File: src/rtl/microsequencer_legv8.sv
// Microcoded control sequencer for the LEGv8 datapath.
// State 0 issues a built-in fetch word; every other state issues the
// decoder-supplied word for that state. Each word carries its own successor
// (next-state field) and a condition code that qualifies or halts it.
module microsequencer_legv8 #(
  parameter int CW_LENGTH   = 40,
  parameter int STATE_BITS  = 3,
  parameter int NUM_STATES  = 8,
  parameter int NS_LSB      = 34,
  parameter int COND_LSB    = 37,
  parameter logic [CW_LENGTH-1:0] FETCH_CW =
    40'b000_001_1_11_00_0_0_1_0_00000_0_11_0_0_00000_00000_00000,
  parameter logic [CW_LENGTH-1:0] STALL_MASK = '0,
  parameter int COUNT_WIDTH = 16
) (
  input  logic                                 clock,
  input  logic                                 reset,
  input  logic [(NUM_STATES-1)*CW_LENGTH-1:0]  cw_in,
  input  logic [4:0]                           status,
  input  logic                                 stall,
  input  logic                                 resume,
  output logic [CW_LENGTH-1:0]                 control_word,
  output logic [STATE_BITS-1:0]                state,
  output logic                                 halted,
  output logic                                 illegal_state,
  output logic [COUNT_WIDTH-1:0]               fetch_count
);

  localparam int DEPTH = 2**STATE_BITS;
  // One extra bit so NUM_STATES == 2**STATE_BITS is representable.
  localparam logic [STATE_BITS:0] NUM_S = NUM_STATES[STATE_BITS:0];

  localparam logic [2:0] COND_HALT = 3'd6;

  // Word table indexed directly by the state register. Entries at or beyond
  // NUM_STATES (only reachable through a fault) fall back to the fetch word.
  logic [CW_LENGTH-1:0] words [DEPTH];

  for (genvar k = 0; k < DEPTH; k++) begin : g_word
    if (k > 0 && k < NUM_STATES) begin : g_dec
      assign words[k] = cw_in[(k-1)*CW_LENGTH +: CW_LENGTH];
    end else begin : g_fetch
      assign words[k] = FETCH_CW;
    end
  end

  logic [CW_LENGTH-1:0]  raw_cw;
  logic [2:0]            cond;
  logic [STATE_BITS-1:0] ns;
  logic [STATE_BITS-1:0] tgt;
  logic [STATE_BITS-1:0] nxt;
  logic [7:0]            status_x;
  logic                  take;
  logic                  state_ok;
  logic                  set_ill;

  assign raw_cw   = words[state];
  assign cond     = raw_cw[COND_LSB +: 3];
  assign ns       = raw_cw[NS_LSB +: STATE_BITS];
  assign status_x = {3'b000, status};
  assign state_ok = ({1'b0, state} < NUM_S);

  assign control_word = stall ? (raw_cw & ~STALL_MASK) : raw_cw;
  assign halted       = (cond == COND_HALT) & ~resume;

  // Next-state selection: fault recovery, then halt hold, then range check,
  // then the condition-qualified branch (failed condition returns to fetch).
  always_comb begin
    take    = 1'b1;
    set_ill = 1'b0;
    if (cond inside {[3'd1:3'd5]}) take = status_x[cond - 3'd1];
    tgt = take ? ns : '0;
    if (!state_ok) begin
      nxt = '0;
    end else if (cond == COND_HALT && !resume) begin
      nxt = state;
    end else if ({1'b0, tgt} >= NUM_S) begin
      nxt     = '0;
      set_ill = 1'b1;
    end else begin
      nxt = tgt;
    end
  end

  // State, sticky illegal flag and fetch counter; stall freezes all three.
  always_ff @(posedge clock or posedge reset) begin
    if (reset) begin
      state         <= '0;
      illegal_state <= 1'b0;
      fetch_count   <= '0;
    end else if (!stall) begin
      state <= nxt;
      if (set_ill) illegal_state <= 1'b1;
      if (state == '0) fetch_count <= fetch_count + COUNT_WIDTH'(1);
    end
  end

endmodule

File: config.mk
export PLATFORM = sky130hd
export DESIGN_NAME = microsequencer_legv8
export DESIGN_NICKNAME = d
export VERILOG_FILES = /design/src/rtl/microsequencer_legv8.sv
export SDC_FILE = /design/constraint.sdc
export NUM_CORES = 1
export LEC_CHECK = 0
export BUFFER_PORTS_ARGS = -buffer_cell sky130_fd_sc_hd__buf_2
export CORE_AREA = 3 3 137 139
export CTS_CLUSTER_DIAMETER = 150
export DETAILED_ROUTE_END_ITERATION = 6
export DIE_AREA = 0 0 140 142
export PLACE_DENSITY = 0.53
export SLEW_MARGIN = 20
export SYNTH_ARGS = -nofsm -noshare
export SYNTH_HDL_FRONTEND = slang
export SYNTH_SLANG_ARGS = --single-unit
File: constraint.sdc
create_clock -name clock -period 4.26 [get_ports clock]
set_clock_uncertainty 0.05 [all_clocks]
set_input_delay 0.426 -clock clock [delete_from_list [all_inputs] [get_ports clock]]
set_output_delay 0.426 -clock clock [all_outputs]
set_load 0.01 [all_outputs]
==> flow_summary.toml, run 1 <==
[synth]
synth_edf_count = 0
synthTopCellsByCount = "nand2_1 (53), o21ai_0 (44), mux4_2 (39), mux2_2 (36), a22oi_1 (30)"
ys_ff_latch = 19
ys_seq_area_frac = 0.149
syn_area_um2 = 3190
synth_nets = 626
synth_area_leaders = "mux4_2 (28%), dfrtp_1 (15%), mux2_2 (13%), a22oi_1 (7.1%), o21ai_0 (6.9%)"
synth_top_area_cell = "mux4_2"
synth_cells = 333
synth_cell_types = 40
yosysMostFrequentCell = "nand2_1"
synth_flop_cell = "dfrtp_1"
ys_warn_count = 0
async_flop_share = 1.00
synth_top_area_frac = 0.275
syn_avg_cell_area_um2 = 9.58

[layout]
final_nets = 952
drive_above_1_share = 0.672
area.growth.synth_to_final_pct = 63.3

[clock_network]
cts_tree = "done"
worstSkewPairLatency_ps = 250
cts_hold_buf = 0
numCtsBuffers = 3
cts_sinks = 19
root_buffer = "clkbuf_16"
path_clk_slew_ps = 50
post-cts-setup-buffer-count = 0
clk_path_buf_depth = 2
post_cts_resized = 0
htreeDepth = 1

[die]
std_cell_rows = 49
start_util = 0.179
ios = 350
die_y_um = 142
die_w_um = 140
fp.dieArea_um2 = 19900
coreArea_um2 = 17800

[power]
p_leak_nw = 2.52
p_per_area_nw_per_um2 = 405
worst_ir_drop_vdd_v = 0.000191

[routing]
vias = 4014
ant_nets = 0
post_drt_wl_per_cell_um = 17.5
vias_per_cell = 4.51
drc = 0
drt_iter0_drc = 164
dr.pass1.iters = 4
drt_wl_total_um = 15500

[global_route]
grt_first_pass_wirelength_um = 22300
grt_pass1_vias = 4049
antenna_found_initial = 4
grt_use_total = 0.141
grt-ovfl-total = 0
grt_max_degree = 45

[setup_path]
crit_fanout = 41
cp_slowest_cell = "dfrtp_4"
critPathCaptureType = "output port"
cp_data_required_time_ps = 3780
worstPathArrival_ps = 2680
rrSetupSlack_ps = 1420
worst-setup-path-type = "flop to output port"
path_cells = "buf_4 -> nand2b_1 -> nor2_1 -> a211oi_1 -> a21oi_1 -> inv_1 -> buf_2"
r2r_end = "state[2]"
critPathLaunchType = "flop"
r2r_cells = 9
cp_slowest_stage_delay_ps = 740
r2r_start = "state[2]"

[timing]
timing.final.crit_period_ps = 3150
hold_ws_ps = 240
worst_slack_ps = 1110
finalMaxSlewViolations = 0
relSlewSlack = 0.499
setup_violations = 0
worstMarginPinSlew_ps = 751
min_period_over_period = 0.741
final_hold_viol_count = 0
timing.fmax_mhz = 317
rsz0062_at_grt = "no"
setup-tns-final_ps = 0

[place]
routabilityCongestion = 0.811
pre_cts_slack_ps = 1270
io_buffers = 348
dp_hpwl_um = 13200

[run_status]
status = "finished, final reports clean"

[run]
drv_cap = 0

[min_path]
hold_class = "primary input to async pin"
-- per-stage QoR --
step	utilization	power, W	instance area [um2]	instances
2_1_floorplan	-	0.00139	3190	333
3_3_place_gp	0.288	0.00194	5120	883
3_5_place_dp	0.288	0.00195	5120	883
4_1_cts	0.292	0.00215	5200	887
5_1_grt	0.293	0.00230	5200	889
6_report	0.293	0.00211	5210	890
-- sequential cells by signal (all words and copies together), names as in the netlist --
signal	count
fetch_count	16
state	3
-- cell families (layout without fill, tap and decap cells) --
| family | after synthesis | after routing | synth area share |
|---|---|---|---|
| other | 1 | 4 | 0.00118 |
| AND/OR/NAND/NOR | 82 | 82 | 0.121 |
| multiplexers | 90 | 90 | 0.452 |
| buffers and inverters | 40 | 365 | 0.0577 |
| flip-flops | 19 | 19 | 0.149 |
| AO/OA/AOI/OAI | 81 | 81 | 0.160 |
| XOR/XNOR | 16 | 16 | 0.0439 |
| adder cells (fa/ha/maj) | 4 | 4 | 0.0157 |
-- how the worst max path moves through the flow --
stage	from	endpoint	slack, ps	cells after the start
final	state[0]	control_word[34]	1110	7
after global placement	state[0]	control_word[34]	1320	7
after CTS	state[0]	control_word[34]	1000	7
after detailed placement	state[0]	control_word[34]	1270	7
after global routing	state[0]	control_word[34]	910	7
after floorplan	state[1]	state[1]	1570	12
-- critical path: cells and delay by family, from the launching register on --
kind	cells	cell delay, ps
compound gates	2	510
buf+inv	3	850
flops	1	740
simple gates	2	300
-- layout by cell type, fill, tap and decap left out, drive strengths merged --
master,n
diode,3
buf,354
nand4,5
a21oi,2
ha,4
conb,1
a221o,1
nand2b,4
clkbuf,4
and4,1
xor2,5
o21ai,44
dfrtp,19
o22a,1
mux4,39
mux2i,13
inv,7
or2,1
mux2,38
and3,3
nand3,3
nor2b,2
nor2,5
nor4,1
a211oi,2
xnor2,11
nand2,53
o31ai,1
nor3b,1
a22oi,30
and2,3
-- final cells by class --
class / instances / area [um2]
multi-input cells: 274 / 2540
fillers: 1941 / 12600
clock buffers: 4 / 78.8
well taps: 229 / 287
diodes: 3 / 7.51
inverters: 7 / 26.3
flip-flops and latches: 19 / 484
repair buffers: 354 / 1790
-- per-layer routing --
metal / GRT usage / vias up / share of wire
met1: 0.176 / 1864 / 0.39
met5: 0 / - / 0.0014
li1: - / 1932 / -
met4: 0.0311 / 4 / 0.016
met2: 0.255 / 197 / 0.53
met3: 0.0232 / 17 / 0.072
-- power breakdown --
group	leakage [nW]	switching, W	internal (W)
Clock	0.0382	0.0000648	0.000127
Combinational	2.23	0.000760	0.000802
Sequential	0.249	0.000136	0.000222
Total	2.52	0.000960	0.00115
Note: power is estimated with default switching activity, not from simulation.
==> run 2, diff against run 1 <==
--- a/config.mk
+++ b/config.mk
@@ -5,12 +5,13 @@
 export SDC_FILE = /design/constraint.sdc
 export NUM_CORES = 1
 export LEC_CHECK = 0
+export ABC_AREA = 1
 export BUFFER_PORTS_ARGS = -buffer_cell sky130_fd_sc_hd__buf_2
-export CORE_AREA = 3 3 137 139
+export CORE_AREA = 3 3 135 137
 export CTS_CLUSTER_DIAMETER = 150
 export DETAILED_ROUTE_END_ITERATION = 6
-export DIE_AREA = 0 0 140 142
-export PLACE_DENSITY = 0.53
+export DIE_AREA = 0 0 138 140
+export PLACE_DENSITY = 0.56
 export SLEW_MARGIN = 20
 export SYNTH_ARGS = -nofsm -noshare
 export SYNTH_HDL_FRONTEND = slang
==> constraint.sdc (replaced) <==
create_clock -name clock -period 3.3 [get_ports clock]
set_clock_uncertainty 0.05 [all_clocks]
set_input_delay 0.33 -clock clock [delete_from_list [all_inputs] [get_ports clock]]
set_output_delay 0.33 -clock clock [all_outputs]
set_load 0.01 [all_outputs]
==> flow_summary.toml, run 2 <==
[global_route]
grt_max_degree = 53
grt-ovfl-total = 0
antenna_found_initial = 3
grt_use_total = 0.184
grt_first_pass_wirelength_um = 29100
grt_pass1_vias = 5297

[setup_path]
crit_end = "halted"
crit_cells = 11
cp_data_required_time_ps = 2920
crit_fanout = 51
cp_slowest_stage_delay_ps = 620
rrSetupSlack_ps = 780
r2r_end = "state[2]"
path_cells = "inv_4 -> nand2_1 -> nand2_1 -> nand2_1 -> nand3_1 -> nand2_1 -> inv_1 -> ha_1 -> nand2_1 -> nor2_1 -> buf_2"
critPathLaunch = "state[0]"
critPathCaptureType = "output port"
worst-setup-path-type = "flop to output port"
cp_top_family = "buffers and inverters"
worstPathArrival_ps = 2360
cp_slowest_cell = "dfrtp_4"
path_buf_inv = 3
critPathLaunchType = "flop"
r2r_start = "state[0]"
path_common_cell = "nand2_1"
r2r_cells = 14

[synth]
synth_edf_count = 0
synth_top_area_cell = "nor2_1"
async_flop_share = 1.00
synth_cell_types = 34
synth_flop_cell = "dfrtp_1"
ys_seq_area_frac = 0.136
synth_top_area_frac = 0.230
synth_nets = 928
synth_area_leaders = "nor2_1 (23%), o21ai_0 (17%), dfrtp_1 (14%), nand2_1 (7.1%), a32oi_1 (7.0%)"
syn_area_um2 = 3490
yosysMostFrequentCell = "nor2_1"
syn_avg_cell_area_um2 = 5.50
ys_warn_count = 0
ys_ff_latch = 19
synth_cells = 635
synthTopCellsByCount = "nor2_1 (214), o21ai_0 (119), nand2_1 (66), a21oi_1 (28), a32oi_1 (28)"

[run]
drv_cap = 0

[place]
dp_hpwl_um = 15500
place_area_um2 = 5360
io_buffers = 348
routabilityCongestion = 0.993

[timing]
relSlewSlack = 0.511
min_period_over_period = 0.831
finalMaxSlewViolations = 0
worstMarginPinSlew_ps = 732
timing.fmax_mhz = 364
final_hold_viol_count = 0
setup_violations = 0
rsz0062_at_grt = "no"
timing.final.crit_period_ps = 2740
setup-tns-final_ps = 0

[layout]
area.growth.synth_to_final_pct = 56.0
final_core_util = 0.317
fill_cells = 2025
top_register = "fetch_count"
largest_register_ffs = 16
drive_above_1_share = 0.408
final_nets = 1240
top_regs = "fetch_count (16), state (3)"
mostFrequentLayoutCells = "buf_2 (348), nor2_1 (214), o21ai_0 (119)"
final_area_um2 = 5450
final_common_cell = "buf_2"

[die]
die_w_um = 138
std_cell_rows = 48
die_y_um = 140
start_util = 0.203
ios = 350
coreArea_um2 = 17200
fp.dieArea_um2 = 19300

[clock_network]
root_buffer = "clkbuf_16"
worstSkewPairLatency_ps = 250
cts_hold_buf = 0
post_cts_resized = 0
numCtsBuffers = 3
clk_path_buf_depth = 2
htreeDepth = 1
cts_sinks = 19
cts_tree = "done"
post-cts-setup-buffer-count = 0
path_clk_slew_ps = 50

[routing]
drc = 0
post_drt_wl_per_cell_um = 16.5
ant_nets = 0
vias_per_cell = 4.71
drt_iter0_drc = 281
drt_wl_total_um = 19300
dr.pass1.iters = 5
vias = 5524

[power]
p_leak_nw = 2.88
worst_ir_drop_vdd_v = 0.000322
p_per_area_nw_per_um2 = 796

[min_path]
hold_class = "primary input to async pin"

[run_status]
status = "finished, final reports clean"
-- run 2: layout make-up --
type | count | area, um2 | area share
sequential | 19 | 482 | 0.0885
timing repair buffer | 360 | 1840 | 0.339
clock buffer | 3 | 75.1 | 0.0138
tap | 225 | 282 | 0.0517
multi-input combinational | 532 | 2630 | 0.483
clock inverter | 1 | 5.00 | 0.000919
antenna | 3 | 7.51 | 0.00138
inverter | 31 | 119 | 0.0218
-- run 2: cell families after synthesis --
family,count (synthesis),share of synthesized area
and+or+nand+nor,314,0.375
adders and majority gates,4,0.0143
buffers and inverters,84,0.110
AOI/OAI and AO/OA,197,0.322
DFF,19,0.136
muxes,1,0.00323
other,1,0.00107
xor gates and xnor gates,15,0.0376
-- run 2: per-layer routing --
metal | wire [um] | global-route usage | vias up
met2 | 9060 | 0.310 | 300
li1 | - | - | 2753
met4 | 581 | 0.0640 | 0
met3 | 1430 | 0.0362 | 42
met1 | 8270 | 0.235 | 2429
met5 | 0 | 0 | -
-- run 2: worst register-to-register path: cells and delay by family (launching register included) --
family,cells,cell delay (ps)
buffers and inverters,2,470
and+or+nand+nor,11,920
adders and majority gates,1,340
DFF,1,620
-- run 2: worst min path at each step --
stage                    startpoint               to  slack (ps)  depth (start not counted)
floorplan                     reset   fetch_count[0]         230                          1
detailed placement  fetch_count[15]  fetch_count[15]         420                          1
global placement    fetch_count[15]  fetch_count[15]         410                          1
global route                  reset  fetch_count[15]         200                          2
CTS                           reset  fetch_count[13]         180                          2
finish                        reset  fetch_count[15]         150                          2
-- run 2: through the flow --
stage                     total power [W]  setup slack (ps)  cells  hold WS [ps]
after floorplan                   0.00282              1330    635           231
after global placement            0.00410               792   1167           413
after detailed placement          0.00409               772   1167           419
after CTS                         0.00436               541   1171           175
after global routing              0.00479               323   1174           201
final                             0.00433               556   1174           146
-- run 2: power breakdown --
part	switching [W]	internal, W
logic	0.00233	0.00131
registers	0.000149	0.000293
clock network	0.0000829	0.000162
